### src/rtl/dispatch_pkg.sv
// Shared types and constants for the CPU address dispatcher: region/select encodings,
// default page numbers and IO register offsets.
package dispatch_pkg;

  typedef enum logic [1:0] {
    REGION_RAM,
    REGION_IO,
    REGION_UNMAPPED
  } regionT;

  typedef enum logic [2:0] {
    SEL_NONE,
    SEL_RAM,
    SEL_LR,
    SEL_UD,
    SEL_COLOR,
    SEL_ACCEL
  } selT;

  localparam logic [7:0]  RAM_PAGE_DEF = 8'h00;
  localparam logic [7:0]  IO_PAGE_DEF  = 8'hFF;

  localparam logic [15:0] IO_OFS_LR    = 16'h0000;
  localparam logic [15:0] IO_OFS_UD    = 16'h0001;
  localparam logic [15:0] IO_OFS_COLOR = 16'h0002;
  localparam logic [15:0] IO_OFS_ACCEL = 16'h0003;

endpackage

### src/rtl/dispatch.sv
// Routes CPU accesses to RAM or read-only IO snapshots; read data is one clock after address
// for every region, matching the RAM. No backpressure: a new access is accepted every cycle.
module dispatch
  import dispatch_pkg::*;
#(
  parameter logic [7:0] RAM_PAGE = RAM_PAGE_DEF,
  parameter logic [7:0] IO_PAGE  = IO_PAGE_DEF
) (
  input  logic        clk,
  input  logic        rst_n,
  input  logic [23:0] Address,
  input  logic [15:0] RAMData,
  input  logic [15:0] encLR,
  input  logic [15:0] encUD,
  input  logic [15:0] encColor,
  input  logic [15:0] accelFlag,
  input  logic        weIn,
  input  logic [15:0] WriteDataIn,
  output logic [15:0] WriteDataOut,
  output logic [15:0] ReadDataOut,
  output logic        weOut,
  output logic [15:0] AddressOut
);

  function automatic regionT decodeRegion(input logic [23:0] addr);
    if (addr[23:16] == RAM_PAGE)     return REGION_RAM;
    else if (addr[23:16] == IO_PAGE) return REGION_IO;
    else                             return REGION_UNMAPPED;
  endfunction

  function automatic selT decodeSel(input logic [23:0] addr);
    case (decodeRegion(addr))
      REGION_RAM: return SEL_RAM;
      REGION_IO: begin
        case (addr[15:0])
          IO_OFS_LR:    return SEL_LR;
          IO_OFS_UD:    return SEL_UD;
          IO_OFS_COLOR: return SEL_COLOR;
          IO_OFS_ACCEL: return SEL_ACCEL;
          default:      return SEL_NONE;
        endcase
      end
      default: return SEL_NONE;
    endcase
  endfunction

  regionT      region;
  selT         selQ;
  logic [15:0] lrQ, udQ, colorQ, accelQ;

  assign region       = decodeRegion(Address);
  assign AddressOut   = Address[15:0];
  assign WriteDataOut = WriteDataIn;
  // IO registers are read-only, so writes outside RAM never reach the bus
  assign weOut        = (region == REGION_RAM) ? weIn : 1'b0;

  // Encoders are sampled every edge so IO reads line up with the RAM's one-cycle latency
  always_ff @(posedge clk or negedge rst_n) begin
    if (!rst_n) begin
      selQ   <= SEL_NONE;
      lrQ    <= 16'h0000;
      udQ    <= 16'h0000;
      colorQ <= 16'h0000;
      accelQ <= 16'h0000;
    end else begin
      selQ   <= decodeSel(Address);
      lrQ    <= encLR;
      udQ    <= encUD;
      colorQ <= encColor;
      accelQ <= accelFlag;
    end
  end

  always_comb begin
    ReadDataOut = 16'h0000;
    case (selQ)
      SEL_RAM:   ReadDataOut = RAMData;
      SEL_LR:    ReadDataOut = lrQ;
      SEL_UD:    ReadDataOut = udQ;
      SEL_COLOR: ReadDataOut = colorQ;
      SEL_ACCEL: ReadDataOut = accelQ;
      default:   ReadDataOut = 16'h0000;
    endcase
  end

endmodule

### config.mk
export PLATFORM = sky130hd
export DESIGN_NAME = dispatch
export DESIGN_NICKNAME = d
export VERILOG_FILES = /design/src/rtl/dispatch_pkg.sv /design/src/rtl/dispatch.sv
export SDC_FILE = /design/constraint.sdc
export NUM_CORES = 1
export LEC_CHECK = 0
export CORE_ASPECT_RATIO = 1.1
export CORE_UTILIZATION = 37
export DETAILED_ROUTE_END_ITERATION = 6
export MAX_ROUTING_LAYER = met4
export PLACE_DENSITY = 0.77
export RECOVER_POWER = 50
export SYNTH_ARGS = -nofsm -noshare
export SYNTH_HDL_FRONTEND = slang
export SYNTH_SLANG_ARGS = --single-unit
### constraint.sdc
create_clock -name clk -period 1.89 [get_ports clk]
set_input_delay 0.378 -clock clk [delete_from_list [all_inputs] [get_ports clk]]
set_output_delay 0.378 -clock clk [all_outputs]
set_load 0.05 [all_outputs]
==> out/results.ini <==
[status]
run_status = finished, violations left
failing_checks = negative setup slack

[clock_network]
cts.path.max_buffers = 2
tritoncts_num_sinks = 67
clk_pin_slew_ns = 0.07
cts_buffers = 9
cts_htree_levels = 3
root_buffer_selected_by_cts = sky130_fd_sc_hd__clkbuf_8
cts_tree = built

[placed_design]
post-dp-hpwl_mm = 5.30
placement.setup.worst_slack_ns = -0.100
gp_congestion = 0.844
post_dp_cell_area_um2 = 4280
io_buffers = 139

[cells_and_area]
nets = 446
final.fill_count = 575
n_antenna_cell = 0
finalCoreUtilization_pct = 62.0
layout.cells.most_common_list = 65 x sky130_fd_sc_hd__dfrtp_1, 65 x sky130_fd_sc_hd__dlygate4sd3_1, 36 x sky130_fd_sc_hd__clkdlybuf4s50_1
final_layout_size_suffix_gt1_share_pct = 33.9
area_of_all_placed_cells_without_fillers_um2 = 4640
flow.area_growth_from_synthesis_pct = 62.2

[logic_synthesis]
yosys_register_bits = 67
synthTopCellsByArea = sky130_fd_sc_hd__dfrtp_1 59%, sky130_fd_sc_hd__buf_4 8.9%, sky130_fd_sc_hd__mux2_4 6.8%, sky130_fd_sc_hd__a22oi_2 5.7%, sky130_fd_sc_hd__mux2i_1 5.6%
synth_edf_count = 0
synthDistinctLibCells = 28
synth-seq-area-share_pct = 58.7
synthesis.yosys.warnings = 0
dominantRegCellSynth = sky130_fd_sc_hd__dfrtp_1
synthesis.area_um2 = 2860
post_synth_inst_count = 194
synthArstFlopShare_pct = 100
synth_fp_nets = 317
synth.largest_area_cell = sky130_fd_sc_hd__dfrtp_1
per_instance_average_area_after_synthesis_um2 = 14.7
yosys.area.top_type_share_pct = 58.7

[grt]
grt_antenna_before_repair = 0
vias_in_the_first_global_route = 2214
grt-ovfl-total = 0
grt_max_degree = 27
global_route_wire_length_before_repair_mm = 10.6
track_usage_pct = 18.4

[routing]
vias = 1970
wl_mm = 6.77
post-route-drc-count = 0
routed-wl-met2_mm = 3.81
routed_wire_length_per_instance_um = 15.7
detail-route-antenna-nets = 0
detail_route.iter0.violations = 48
top_layer = met4
via_per_inst = 4.56
detail_route.wirelength.met1_mm = 2.51
wl_met3_um = 307
first_pass_iteration_count_of_the_detailed_router = 4

[die]
starting_density_pct = 38.2
die-area_um2 = 8080
core_area_um2 = 7470
core.rowCount = 33
boundaryPins = 172
floorplan.die.height_um = 94.2
die_width_um = 85.8

[setup_path]
data_required_time_of_the_critical_path_ns = 1.51
end_kind = output pin
critical_path.slowest_cell = sky130_fd_sc_hd__dfrtp_2
setup.worst_path.start_class = flop
max_stage_delay_ns = 0.45
crit_chain = buf_4, mux2_4, a22oi_2, o22ai_1, buf_4
cp_max_fo = 5
path_common_cell = sky130_fd_sc_hd__buf_4
criticalPathCategory = flop to output pin
critical_path_arrival_ns = 1.69

[timing]
rsz0062_at_grt = true
fin_worst_hold_slack_ns = 0.587
layout_min_cycle_time_ns = 2.07
timing.final.crit_share_pct = 109
final-max-slew-violation-count = 0
tightestPinTransition_ns = 0.819
final_setup_slack_of_the_worst_path_ns = -0.177
final-setup-viol-count = 16
timing.max_slew.rel_slack_pct = 45.4
fmaxAchievable_mhz = 484
final_hold_viol_count = 0

[min_path]
worstHoldPathType = primary input to flop

[run]
maxCapViolations = 0

[pwr]
peakVddDrop_mv = 0.367
power.density_nw_per_um2 = 708
p_total_mw = 3.28
power_leakage_nw = 1.93

## state kept, by name, indices dropped and copies added, names as in the netlist
signal  cells
selQ        3
colorQ     16
accelQ     16
udQ        16
lrQ        16
## cells by family after synthesis
group	after synthesis	share of synthesized area, %
buffers and inverters	45	13.4
AO/OA/AOI/OAI	33	10.4
flip-flops	67	58.7
multiplexers	32	13.6
AND/OR/NAND/NOR	17	3.90
## worst paths after layout
check	start	endpoint	depth (start not counted)
min in group asynchronous	rst_n	udQ[9]	2
worst min-delay path	accelFlag[5]	accelQ[5]	1
worst max-delay path	selQ[0]	ReadDataOut[0]	5
max in group asynchronous	rst_n	lrQ[2]	4
## power breakdown
group | internal (mW) | switching, mW | total, mW
Sequential | 1.50 | 0.0189 | 1.52
Clock | 0.807 | 0.502 | 1.31
Combinational | 0.277 | 0.175 | 0.452
Total | 2.59 | 0.695 | 3.28
## final cells by class
class	count	area, um2	area share (%)
Sequential cell	67	1680	36.2
Tap cell	105	131	2.83
Inverter	1	3.75	0.0810
Clock inverter	4	73.8	1.59
Clock buffer	11	151	3.27
Multi-Input combinational cell	82	863	18.6
Timing Repair Buffer	162	1730	37.4
## critical path, delay by kind of cell, from the launching register on
kind	cells	cell delay, ns
AO/OA/AOI/OAI	2	0.22
buffers and inverters	2	0.39
multiplexers	1	0.30
flip-flops	1	0.45
## synth_stat cells, types with 3 or more instances
library cell	instances
sky130_fd_sc_hd__buf_6	5
sky130_fd_sc_hd__dfrtp_1	67
sky130_fd_sc_hd__buf_4	34
sky130_fd_sc_hd__mux2_2	3
sky130_fd_sc_hd__o22ai_1	15
sky130_fd_sc_hd__a22oi_2	13
sky130_fd_sc_hd__a22oi_1	3
sky130_fd_sc_hd__nor4_1	4
sky130_fd_sc_hd__mux2i_1	16
sky130_fd_sc_hd__mux2_4	13
## metrics by stage
step           setup TNS [ns]  instances
6_report                -2.43        432
5_1_grt                 -3.64        432
4_1_cts                 -2.83        430
3_5_place_dp           -0.100        411
3_3_place_gp         -0.00939        411
2_1_floorplan           -2.45        194
## what timing repair did
action                                  4_1_cts  5_1_grt
resized for setup                            22        3
setup buffers                                 3        2
hold buffers                                  1        0
hold endpoints to repair                     11        0
endpoints found under the setup margin       17       17
pin swaps                                     7        2
## layer usage
metal	vias to the layer above	track usage [%]
li1	921	-
met1	959	19.8
met2	79	31.8
met3	11	4.83
met4	0	8.61
met5	-	-
Note: power is estimated with default switching activity, not from simulation.
